`config.mk`:
```
export PLATFORM = sky130hd
export DESIGN_NAME = bfp16_mul_arb_flat
export DESIGN_NICKNAME = d
export VERILOG_FILES = /design/src/rtl/bfp16_pkg.sv /design/src/rtl/bfp16_mul_arb_if.sv /design/src/rtl/bfp16_mul.sv /design/src/rtl/rr_arbiter.sv /design/src/rtl/bfp16_mul_arb.sv /design/src/flat_wrapper.sv
export SDC_FILE = /design/constraint.sdc
export NUM_CORES = 1
export LEC_CHECK = 0
export ABC_CLOCK_PERIOD_IN_PS = 23100
export CAP_MARGIN = 10
export CORE_MARGIN = 2
export CORE_UTILIZATION = 65
export CTS_CLUSTER_DIAMETER = 200
export DETAILED_ROUTE_END_ITERATION = 8
export DONT_BUFFER_PORTS = 1
export GPL_TIMING_DRIVEN = 0
export PLACE_DENSITY_LB_ADDON = 0.3
export SYNTH_ARGS = -nofsm -noshare
export SYNTH_HDL_FRONTEND = slang
export SYNTH_SLANG_ARGS = --single-unit
```
`constraint.sdc`:
```
create_clock -name clk -period 23.1 [get_ports clk]
set_input_delay 3.465 -clock clk [delete_from_list [all_inputs] [get_ports clk]]
set_output_delay 3.465 -clock clk [all_outputs]
set_load 0.05 [all_outputs]
```
`src/rtl/bfp16_pkg.sv`:
```
// -----------------------------------------------------------------------------
// bfp16_pkg
// Shared BFP16 (bfloat16) type and constants for the multiplier/arbiter slice.
//   bfp16_t        : packed {sign, exp[7:0], frac[6:0]}
//   BFP16_EXP_BIAS : exponent bias (127)
//   BFP16_EXP_MAX  : all-ones exponent marking Inf/NaN (255)
//   BFP16_ZERO     : positive zero encoding
// -----------------------------------------------------------------------------
package bfp16_pkg;

    typedef struct packed {
        logic       sign;
        logic [7:0] exp;
        logic [6:0] frac;
    } bfp16_t;

    localparam int          BFP16_EXP_BIAS = 127;
    localparam logic [7:0]  BFP16_EXP_MAX  = 8'd255;
    localparam logic [15:0] BFP16_ZERO     = 16'h0000;

endpackage

```
`src/rtl/bfp16_mul_arb_if.sv`:
```
// -----------------------------------------------------------------------------
// bfp16_mul_arb_if
// Request/response bus of the shared BFP16 multiplier.
//   req_valid/req_ready : per-requester handshake (NREQ bits)
//   req_a/req_b         : per-requester BFP16 operands (NREQ x 16)
//   rsp_valid/rsp_ready : product handshake
//   rsp_id              : requester index owning rsp_data
//   rsp_data            : BFP16 product
// Modports: master = requesters + consumer, slave = multiplier/arbiter.
// -----------------------------------------------------------------------------
interface bfp16_mul_arb_if #(
    parameter int NREQ = 4,
    parameter int IDW  = $clog2(NREQ)
);
    logic [NREQ-1:0]       req_valid;
    logic [NREQ-1:0]       req_ready;
    logic [NREQ-1:0][15:0] req_a;
    logic [NREQ-1:0][15:0] req_b;
    logic                  rsp_valid;
    logic                  rsp_ready;
    logic [IDW-1:0]        rsp_id;
    logic [15:0]           rsp_data;

    modport master (
        output req_valid, req_a, req_b, rsp_ready,
        input  req_ready, rsp_valid, rsp_id, rsp_data
    );

    modport slave (
        input  req_valid, req_a, req_b, rsp_ready,
        output req_ready, rsp_valid, rsp_id, rsp_data
    );
endinterface

```
`src/rtl/bfp16_mul.sv`:
```
// -----------------------------------------------------------------------------
// bfp16_mul
// Combinational BFP16 multiplier.
//   a, b : BFP16 operands
//   p    : BFP16 product (fraction truncated)
// A zero exponent is treated as zero (subnormals flush). Exponent overflow
// saturates to Inf, underflow flushes to signed zero.
// -----------------------------------------------------------------------------
module bfp16_mul
    import bfp16_pkg::*;
(
    input  bfp16_t a,
    input  bfp16_t b,
    output bfp16_t p
);

    logic              a_nan, b_nan, a_zero, b_zero, a_inf, b_inf;
    logic              sign_x;
    logic [8:0]        mant_hi;
    logic signed [9:0] exp_sum;
    logic [6:0]        frac_n;

    always_comb begin
        a_nan  = (a.exp == BFP16_EXP_MAX) && (a.frac != 7'd0);
        b_nan  = (b.exp == BFP16_EXP_MAX) && (b.frac != 7'd0);
        a_inf  = (a.exp == BFP16_EXP_MAX) && (a.frac == 7'd0);
        b_inf  = (b.exp == BFP16_EXP_MAX) && (b.frac == 7'd0);
        a_zero = (a.exp == 8'd0);
        b_zero = (b.exp == 8'd0);
        sign_x = a.sign ^ b.sign;

        // Upper 9 bits of the 8x8 significand product: bit 8 set means the
        // product lies in [2,4) and needs a one-place normalising shift.
        mant_hi = 9'((16'({1'b1, a.frac}) * 16'({1'b1, b.frac})) >> 7);
        frac_n  = mant_hi[8] ? mant_hi[7:1] : mant_hi[6:0];
        exp_sum = 10'(a.exp) + 10'(b.exp) - 10'(BFP16_EXP_BIAS)
                  + (mant_hi[8] ? 10'sd1 : 10'sd0);

        if (a_nan) begin
            p = a;
        end else if (b_nan) begin
            p = b;
        end else if (a_zero || b_zero) begin
            p = '{sign: sign_x, exp: 8'd0, frac: 7'd0};
        end else if (a_inf || b_inf) begin
            p = '{sign: a.sign, exp: BFP16_EXP_MAX, frac: 7'd0};
        end else if (exp_sum >= 10'sd255) begin
            p = '{sign: sign_x, exp: BFP16_EXP_MAX, frac: 7'd0};
        end else if (exp_sum <= 10'sd0) begin
            p = '{sign: sign_x, exp: 8'd0, frac: 7'd0};
        end else begin
            p = '{sign: sign_x, exp: exp_sum[7:0], frac: frac_n};
        end
    end

endmodule

```
`src/rtl/rr_arbiter.sv`:
```
// -----------------------------------------------------------------------------
// rr_arbiter
// Combinational round-robin arbiter.
//   req : request vector (N bits)
//   ptr : index where the priority search starts
//   en  : grant enable; no grant is issued while low
//   gnt : one-hot grant (or zero)
// -----------------------------------------------------------------------------
module rr_arbiter #(
    parameter int N  = 4,
    parameter int PW = (N > 1) ? $clog2(N) : 1
) (
    input  logic [N-1:0]  req,
    input  logic [PW-1:0] ptr,
    input  logic          en,
    output logic [N-1:0]  gnt
);

    logic found;

    // Walk N positions starting at ptr (wrapping) and grant the first request.
    always_comb begin
        gnt   = '0;
        found = 1'b0;
        for (int k = 0; k < N; k++) begin
            for (int j = 0; j < N; j++) begin
                if (en && !found && req[j] && (j == ((int'(ptr) + k) % N))) begin
                    gnt[j] = 1'b1;
                    found  = 1'b1;
                end
            end
        end
    end

endmodule

```
`src/rtl/bfp16_mul_arb.sv`:
```
// -----------------------------------------------------------------------------
// bfp16_mul_arb
// NREQ requesters share one BFP16 multiplier through a round-robin arbiter.
//   clk  : rising-edge clock
//   rst  : synchronous active-high reset
//   bus  : bfp16_mul_arb_if.slave (request and response handshakes)
//   busy : high while any pipeline stage holds a valid entry
// Build option: define BFP16_MUL_ARB_OUTREG_EN to add a registered result
// stage S2 (latency 2); otherwise the response comes straight from S1 through
// the multiplier (latency 1).
// -----------------------------------------------------------------------------
module bfp16_mul_arb
    import bfp16_pkg::*;
#(
    parameter int NREQ = 4,
    parameter int IDW  = $clog2(NREQ)
) (
    input  logic                 clk,
    input  logic                 rst,
    bfp16_mul_arb_if.slave       bus,
    output logic                 busy
);

    logic [IDW-1:0]  ptr;
    logic [NREQ-1:0] gnt;
    logic            accept;
    logic            adv;
    logic            out_valid;
    logic [IDW-1:0]  gnt_id;
    bfp16_t          gnt_a, gnt_b;

    logic            s1_valid;
    logic [IDW-1:0]  s1_id;
    bfp16_t          s1_a, s1_b;
    bfp16_t          prod;

    // The whole pipeline moves as one unit: it advances whenever the output
    // is empty or being consumed, and a stalled output blocks new accepts.
    assign adv    = !rst && (!out_valid || bus.rsp_ready);
    assign accept = |gnt;
    assign bus.req_ready = gnt;

    rr_arbiter #(.N(NREQ), .PW(IDW)) u_arb (
        .req (bus.req_valid),
        .ptr (ptr),
        .en  (adv),
        .gnt (gnt)
    );

    // Encode the one-hot grant and select the winner's operands.
    always_comb begin
        gnt_id = '0;
        gnt_a  = '0;
        gnt_b  = '0;
        for (int i = 0; i < NREQ; i++) begin
            if (gnt[i]) begin
                gnt_id = IDW'(i);
                gnt_a  = bus.req_a[i];
                gnt_b  = bus.req_b[i];
            end
        end
    end

    // Pointer moves just past the last winner; holds when nothing is granted.
    always_ff @(posedge clk) begin
        if (rst) begin
            ptr <= '0;
        end else if (accept) begin
            ptr <= (gnt_id == IDW'(NREQ - 1)) ? '0 : gnt_id + 1'b1;
        end
    end

    always_ff @(posedge clk) begin
        if (rst) begin
            s1_valid <= 1'b0;
            s1_id    <= '0;
            s1_a     <= '0;
            s1_b     <= '0;
        end else if (adv) begin
            s1_valid <= accept;
            if (accept) begin
                s1_id <= gnt_id;
                s1_a  <= gnt_a;
                s1_b  <= gnt_b;
            end
        end
    end

    bfp16_mul u_mul (
        .a (s1_a),
        .b (s1_b),
        .p (prod)
    );

`ifdef BFP16_MUL_ARB_OUTREG_EN
    logic           s2_valid;
    logic [IDW-1:0] s2_id;
    bfp16_t         s2_data;

    always_ff @(posedge clk) begin
        if (rst) begin
            s2_valid <= 1'b0;
            s2_id    <= '0;
            s2_data  <= BFP16_ZERO;
        end else if (adv) begin
            s2_valid <= s1_valid;
            if (s1_valid) begin
                s2_id   <= s1_id;
                s2_data <= prod;
            end
        end
    end

    assign out_valid    = s2_valid;
    assign bus.rsp_id   = s2_id;
    assign bus.rsp_data = s2_data;
    assign busy         = s1_valid | s2_valid;
`else
    assign out_valid    = s1_valid;
    assign bus.rsp_id   = s1_id;
    assign bus.rsp_data = prod;
    assign busy         = s1_valid;
`endif

    assign bus.rsp_valid = out_valid;

endmodule

```
`src/flat_wrapper.sv`:
```
// flat-port wrapper written by rule: the top's interface ports become plain ports
module bfp16_mul_arb_flat import bfp16_pkg::*;
#(
    parameter int NREQ = 4,
    parameter int IDW  = $clog2(NREQ)
)
  (clk, rst, busy, bus_req_valid, bus_req_a, bus_req_b, bus_rsp_ready, bus_req_ready, bus_rsp_valid, bus_rsp_id, bus_rsp_data);
  bfp16_mul_arb_if #(.NREQ(NREQ), .IDW(IDW)) bus_i ();
  input  logic clk;
  input  logic rst;
  output logic busy;
  input wire logic [$bits(bus_i.req_valid)-1:0] bus_req_valid;
  input wire logic [$bits(bus_i.req_a)-1:0] bus_req_a;
  input wire logic [$bits(bus_i.req_b)-1:0] bus_req_b;
  input wire logic [$bits(bus_i.rsp_ready)-1:0] bus_rsp_ready;
  output wire logic [$bits(bus_i.req_ready)-1:0] bus_req_ready;
  output wire logic [$bits(bus_i.rsp_valid)-1:0] bus_rsp_valid;
  output wire logic [$bits(bus_i.rsp_id)-1:0] bus_rsp_id;
  output wire logic [$bits(bus_i.rsp_data)-1:0] bus_rsp_data;
  assign bus_i.req_valid = bus_req_valid;
  assign bus_i.req_a = bus_req_a;
  assign bus_i.req_b = bus_req_b;
  assign bus_i.rsp_ready = bus_rsp_ready;
  assign bus_req_ready = bus_i.req_ready;
  assign bus_rsp_valid = bus_i.rsp_valid;
  assign bus_rsp_id = bus_i.rsp_id;
  assign bus_rsp_data = bus_i.rsp_data;
  bfp16_mul_arb #(.NREQ(NREQ), .IDW(IDW)) u_core (.clk(clk), .rst(rst), .bus(bus_i), .busy(busy));
endmodule
```
==> flow_metrics.py, run 1 <==
metrics = {
    "status": {
        "status": "finished, final reports clean",
    },
    "floorplan": {
        "rows": 31,
        "io-pin-count": 159,
        "initial_core_util_pct": 66.8,
        "die_x_um": 90.4,
        "design.die.area_mm2": 0.00816,
        "coreArea_mm2": 0.00725,
        "die_h_um": 90.4,
    },
    "flow_run": {
        "cap_viol_max_count": 0,
    },
    "cts": {
        "insertion_delay_ps": 300,
        "h-tree-depth": 2,
        "hold_buffers": 0,
        "cts_resized": 0,
        "cts_buffers": 5,
        "cts_tree": "built",
        "root_buffer": "clkbuf_8",
        "post_cts_buffers": 0,
        "ctsLongestPathBuffers": 2,
        "cts_sinks": 37,
        "clk_pin_slew_ps": 80,
    },
    "pwr": {
        "switchingPower_mw": 0.145,
        "p_sw_share_pct": 49.4,
        "irDropWorstVdd_mv": 0.0564,
        "power_frac_comb_pct": 55.2,
        "clkPwrFrac_pct": 15.8,
        "p_total_mw": 0.295,
        "p_int_mw": 0.149,
        "cellLeakagePower_nw": 2.39,
        "seq_power_share_pct": 29.0,
        "power_density_mw_per_mm2": 57.9,
    },
    "timing": {
        "fin_crit_ps": 12440,
        "rsz0062_at_grt": "false",
        "layout_worst_path_cycle_share_pct": 53.9,
        "fin_ws_ps": 10660,
        "finalHoldViolCount": 0,
        "max_freq_ghz": 0.0804,
        "slew_violations": 0,
        "fin_skew_ps": 12.1,
        "max_slew.worst_pin.slew_ps": 1230,
        "slew-limit-headroom_pct": 19.4,
        "tns_ps": 0,
        "setup_viol": 0,
    },
    "setup_path": {
        "worst_ep_arrival_time_ps": 8980,
        "worst-setup-path-type": "flip-flop to output pin",
        "worst_setup_path_start_kind": "flip-flop",
        "r2r-start": "u_core.bus.rsp_valid",
        "max_stage_delay_ps": 780,
        "critPathCaptureType": "output pin",
        "path_max_fanout": 10,
        "crit_top_cell": "fa_1",
        "worstSetupStartpoint": "u_core.s1_a[1]",
        "worstRegToRegCells": 11,
        "r2r_end": "u_core.s1_b[7]",
        "cp.required_ps": 19640,
        "r2r_slack_ps": 19900,
        "endpoint": "bus_rsp_data[3]",
        "cp_slowest_cell": "o21ai_1",
    },
    "synthesis": {
        "synthArstFlopShare_pct": 0,
        "synth.area.top_cells": "dfxtp_1 (15%), fa_1 (15%), ha_1 (12%)",
        "synth_nets": 863,
        "netlist_instances": 644,
        "synth_top_area_share_pct": 15.3,
        "syn_area_mm2": 0.00485,
        "seq_area_frac_synth_pct": 15.3,
        "synth_warnings": 0,
        "synth_area_leader_cell": "dfxtp_1",
        "syn_area_per_cell_um2": 7.53,
        "ys_ff_latch": 37,
        "synth.distinct_cells": 54,
        "ys.flop_type": "dfxtp_1",
        "synth_edf_count": 0,
    },
    "global_route": {
        "grt_busiest_layer": "met2",
        "grtUsageMet3_pct": 5.34,
        "grtUsageMet1_pct": 43.4,
        "grt_start_max_net_pins": 14,
        "antenna_found_initial": 0,
        "global_route.usage.met2_pct": 58.0,
        "gr-total-overflow": 0,
        "grtUsageTotal_pct": 33.9,
        "grt_pass1_vias": 4732,
        "grt_pass1_wl_um": 22500,
    },
    "route": {
        "drt_wl_total_um": 13900,
        "antenna_left": 0,
        "drc": 0,
        "avgViaCountPerCell": 6.48,
        "drtIter0Drc": 334,
        "drt-pass1-iter-count": 6,
        "avgRoutedWirePerCell_um": 18.5,
        "via_count": 4881,
    },
    "placement": {
        "place_ws_ps": 11100,
        "dp_cells": 745,
        "finalWeightedCongestion": 0.897,
        "hpwl_um": 11200,
        "port_buffers": 0,
    },
    "hold_path": {
        "hold_class": "flip-flop to flip-flop",
    },
    "final_layout": {
        "nets": 872,
        "syn_to_final_growth_pct": 4.85,
        "n_antenna_cell": 0,
        "final_cell_count_no_fill": 753,
        "drive_above_1_share_pct": 3.21,
    },
}
critical path, delay by kind of cell, from the launching register on:
kind            cells  cell delay (ps)
fa+ha+maj           8             3220
simple gates        4             1360
xor+xnor            2              620
compound gates      8             2290
buf+inv             6              840
flops               1              320
Yosys cell counts (4+ instances only):
cell	n
clkbuf_1	36
o21ai_0	43
nor2b_1	7
fa_1	36
a22oi_1	4
nand2b_1	5
or4_1	4
a21oi_1	48
nor2_1	21
a221oi_1	33
or3_1	4
xnor2_1	8
nand4_1	6
and2_1	38
nor4_1	7
and3_1	5
nor3_1	6
ha_1	48
inv_1	50
dfxtp_1	37
a21o_1	7
nand2_1	133
mux2i_1	5
nand3_1	7
layout make-up:
cell class                      instances  area (µm²)
Timing Repair Buffer                    2        15.0
Clock buffer                            5        68.8
Fill cell                             592        2170
Multi-Input combinational cell        515        3760
Inverter                               50         188
Clock inverter                          3        21.3
Sequential cell                        37         741
Buffer                                 42         166
Tap cell                               99         124
cell usage in the layout, fill, tap and decap left out, types with 3 or more instances in the layout:
cell and n:
inv_1 50, nand3_1 7, a21oi_1 48, a21o_1 7, clkbuf_1 36, o21ai_0 40, and3_1 5, xnor2_1 8
or4_1 4, buf_4 4, a22oi_1 4, o21ai_1 4, nor2b_1 7, and2_1 38, nand2_1 133, a211oi_1 3
xor2_1 3, nand2b_1 5, nor3_1 6, o221ai_1 3, mux2i_1 5, buf_1 3, nor2_1 21, ha_1 48
clkbuf_8 5, a221oi_1 33, nor4_1 7, or3_1 4, dfxtp_1 37, nand4_1 6, fa_1 36
per-layer routing:
layer | share of wire, % | up-vias
met3 | 8.6 | 41
met4 | 2.6 | 0
met5 | 0 | -
li1 | - | 2262
met2 | 48 | 282
met1 | 41 | 2296
how the worst min path moves through the flow:
stage | startpoint | end | slack (ps) | cells past startpoint
final | u_core.s1_b[14] | u_core.s1_b[14] | 510 | 2
after global routing | u_core.s1_b[14] | u_core.s1_b[14] | 540 | 2
after CTS | u_core.s1_b[14] | u_core.s1_b[14] | 510 | 2
after detailed placement | u_core.s1_b[14] | u_core.s1_b[14] | 500 | 2
after global placement | u_core.s1_a[15] | u_core.s1_a[15] | 490 | 2
after floorplan | u_core.s1_b[15] | u_core.s1_b[15] | 450 | 2
sequential cells by signal (all words and copies together), names as in the netlist:
signal and count:
u_core.ptr 2, u_core.s1_b 16, u_core.bus.rsp_id 2, u_core.s1_a 16, u_core.bus.rsp_valid 1
logic make-up (layout without fill, tap and decap cells):
group / Yosys count / in the layout / share of synthesized area (%)
AND/OR/NAND/NOR: 250 / 250 / 24.7
AO/OA/AOI/OAI: 165 / 165 / 22.5
buffers and inverters: 92 / 102 / 7.30
adder cells (fa/ha/maj): 84 / 84 / 27.3
flip-flops: 37 / 37 / 15.3
XOR/XNOR: 11 / 11 / 1.99
multiplexers: 5 / 5 / 1.03
stage by stage:
step           hold slack, ps  area [µm²]  utilization, %
2_1_floorplan             450        4850               -
3_3_place_gp              489        4970            68.5
3_5_place_dp              495        4990            68.8
4_1_cts                   507        5080            70.1
5_1_grt                   540        5080            70.1
6_report                  509        5080            70.1
power groups by stage:
stage / registers [mW] / clock network, mW / logic [mW]
finish: 0.0854 / 0.0465 / 0.163
global route: 0.0864 / 0.0492 / 0.181
CTS: 0.0849 / 0.0462 / 0.161
detailed placement: 0.0864 / 0 / 0.160
global placement: 0.0856 / 0 / 0.152
floorplan: 0.0817 / 0 / 0.128
(Power assumes the default switching activity.)
==> inputs of run 2 (changes only) <==
--- a/config.mk
+++ b/config.mk
@@ -5,10 +5,10 @@
 export SDC_FILE = /design/constraint.sdc
 export NUM_CORES = 1
 export LEC_CHECK = 0
-export ABC_CLOCK_PERIOD_IN_PS = 23100
+export ABC_CLOCK_PERIOD_IN_PS = 11100
 export CAP_MARGIN = 10
 export CORE_MARGIN = 2
-export CORE_UTILIZATION = 65
+export CORE_UTILIZATION = 60
 export CTS_CLUSTER_DIAMETER = 200
 export DETAILED_ROUTE_END_ITERATION = 8
 export DONT_BUFFER_PORTS = 1
==> constraint.sdc (replaced) <==
create_clock -name clk -period 11.1 [get_ports clk]
set_input_delay 1.665 -clock clk [delete_from_list [all_inputs] [get_ports clk]]
set_output_delay 1.665 -clock clk [all_outputs]
set_load 0.05 [all_outputs]
==> run 2 against run 1 <==
  * Die area is 8.0% higher
  * Wire length is 1.2% lower
  * Clock skew is 5.4 ps lower
  * Clock-buffer cell count is 1 higher
  * Core utilization is 4.8 points lower
  * Register-to-register slack worse by 12000 ps
  * Combinational power is 100% higher
==> flow_metrics.py, run 2 (synthesis results as in run 1) <==
metrics = {
    "floorplan": {
        "design.die.area_mm2": 0.00881,
        "die_x_um": 93.9,
        "io-pin-count": 159,
        "coreArea_mm2": 0.00777,
        "rows": 32,
        "initial_core_util_pct": 62.4,
        "die_h_um": 93.9,
    },
    "route": {
        "drtIter0Drc": 190,
        "drt_wl_total_um": 13800,
        "avgViaCountPerCell": 6.31,
        "drc": 0,
        "avgRoutedWirePerCell_um": 18.2,
        "via_count": 4761,
        "drt-pass1-iter-count": 5,
        "antenna_left": 0,
    },
    "pwr": {
        "power_density_mw_per_mm2": 119,
        "irDropWorstVdd_mv": 0.111,
        "cellLeakagePower_nw": 2.38,
    },
    "placement": {
        "place_ws_ps": 949,
        "finalWeightedCongestion": 0.911,
        "hpwl_um": 11500,
        "port_buffers": 0,
    },
    "cts": {
        "root_buffer": "clkbuf_8",
        "h-tree-depth": 2,
        "clk_pin_slew_ps": 70,
        "post_cts_buffers": 0,
        "hold_buffers": 0,
        "cts_resized": 0,
        "cts_buffers": 5,
        "insertion_delay_ps": 290,
        "ctsLongestPathBuffers": 2,
        "cts_tree": "built",
        "cts_sinks": 37,
    },
    "timing": {
        "tns_ps": 0,
        "max_freq_ghz": 0.0955,
        "slew_violations": 0,
        "finalHoldViolCount": 0,
        "max_slew.worst_pin.slew_ps": 1170,
        "setup_viol": 0,
        "rsz0062_at_grt": "false",
        "fin_skew_ps": 6.77,
        "fin_crit_ps": 10470,
        "fin_ws_ps": 633,
        "layout_worst_path_cycle_share_pct": 94.3,
        "slew-limit-headroom_pct": 23.4,
    },
    "status": {
        "status": "finished, final reports clean",
    },
    "setup_path": {
        "cp.required_ps": 9440,
        "r2r-start": "u_core.bus.rsp_valid",
        "worst_ep_arrival_time_ps": 8800,
        "path_max_fanout": 10,
        "crit_top_cell": "fa_1",
        "r2r_slack_ps": 7860,
        "cp_slowest_cell": "o21ai_1",
        "max_stage_delay_ps": 760,
        "worstRegToRegCells": 11,
        "cp_top_family": "adder cells",
        "crit_buf_inv": 6,
        "critPathCaptureType": "output pin",
        "worst_setup_path_start_kind": "flip-flop",
        "r2r_end": "u_core.s1_a[3]",
        "worst-setup-path-type": "flip-flop to output pin",
    },
    "global_route": {
        "grtUsageTotal_pct": 31.4,
        "grt_pass1_wl_um": 22000,
        "gr-total-overflow": 0,
        "antenna_found_initial": 1,
        "grt_start_max_net_pins": 12,
        "grt_pass1_vias": 4660,
    },
    "final_layout": {
        "top_regs": "u_core.s1_a (16), u_core.s1_b (16)",
        "nets": 870,
        "syn_to_final_growth_pct": 4.52,
        "layout_commonest_cell": "nand2_1",
        "drive_above_1_share_pct": 2.76,
        "final_cell_mix": "nand2_1 (133), inv_1 (50), a21oi_1 (48), ha_1 (48)",
    },
    "hold_path": {
        "worstHoldStart": "u_core.s1_a[14]",
        "hold_class": "flip-flop to flip-flop",
        "whs_endpoint": "u_core.s1_a[14]",
        "hold_depth": 2,
    },
    "flow_run": {
        "cap_viol_max_count": 0,
    },
}
-- run 2: cell count changes in the layout (fill, tap and decap cells not counted) --
cell,delta
clkbuf_1,+1
diode_2,+1
buf_4,-2
clkinvlp_4,-1
clkinv_2,+1
o21ai_0,-2
inv_6,-1
o21ai_1,+2
-- run 2: metal layers --
layer | wire length, µm | share of wire [%] | GRT usage, % | vias up
met2 | 6630 | 48 | 52.4 | 230
met1 | 5650 | 41 | 40.5 | 2224
met3 | 921 | 6.7 | 3.45 | 37
li1 | - | - | - | 2270
met4 | 549 | 4.0 | 15.1 | 0
met5 | 0 | 0 | 0 | -
-- run 2: worst max path at each step --
stage,startpoint,endpoint,slack [ps],depth (start not counted)
2_1_floorplan,u_core.s1_a[1],bus_rsp_data[1],1430,27
3_3_place_gp,u_core.s1_a[1],bus_rsp_data[6],760,27
3_5_place_dp,u_core.s1_a[1],bus_rsp_data[3],950,28
4_1_cts,u_core.s1_a[1],bus_rsp_data[3],620,28
5_1_grt,u_core.s1_a[4],bus_rsp_data[3],210,27
6_report,u_core.s1_a[1],bus_rsp_data[3],630,28
-- run 2: power breakdown --
| part | switching [mW] | internal [mW] | total (mW) |
|---|---|---|---|
| Sequential | 0.0273 | 0.150 | 0.177 |
| Combinational | 0.221 | 0.113 | 0.334 |
| Clock | 0.0470 | 0.0435 | 0.0905 |
-- run 2: cell type report --
type	count	area (µm²)
antenna	1	2.50
buffer	42	166
clock buffer	6	72.6
clock inverter	2	10.0
fill	672	2700
inverter	50	188
multi-input combinational	515	3760
sequential	37	741
tap	102	128
-- run 2: worst reg2reg max path: stages, from the launching register on --
cell	delay [ps]
dfxtp_1	490
nand2b_1	190
nor2b_1	270
o21a_1	170
nand3_1	190
inv_1	140
clkbuf_1	340
clkbuf_1	830
a221oi_1	160
nand2_1	140
o21ai_0	120
a21oi_1	140
-- run 2: per-stage QoR --
step                hold slack, ps  cell area (µm²)  instances  utilization (%)  total power [mW]
floorplan                      450             4850        644                -             0.437
global placement               485             4970        746             64.0             0.497
detailed placement             492             4980        746             64.1             0.509
CTS                            504             5060        754             65.2             0.599
global route                   534             5070        755             65.2             0.647
finish                         511             5070        755             65.2             0.602
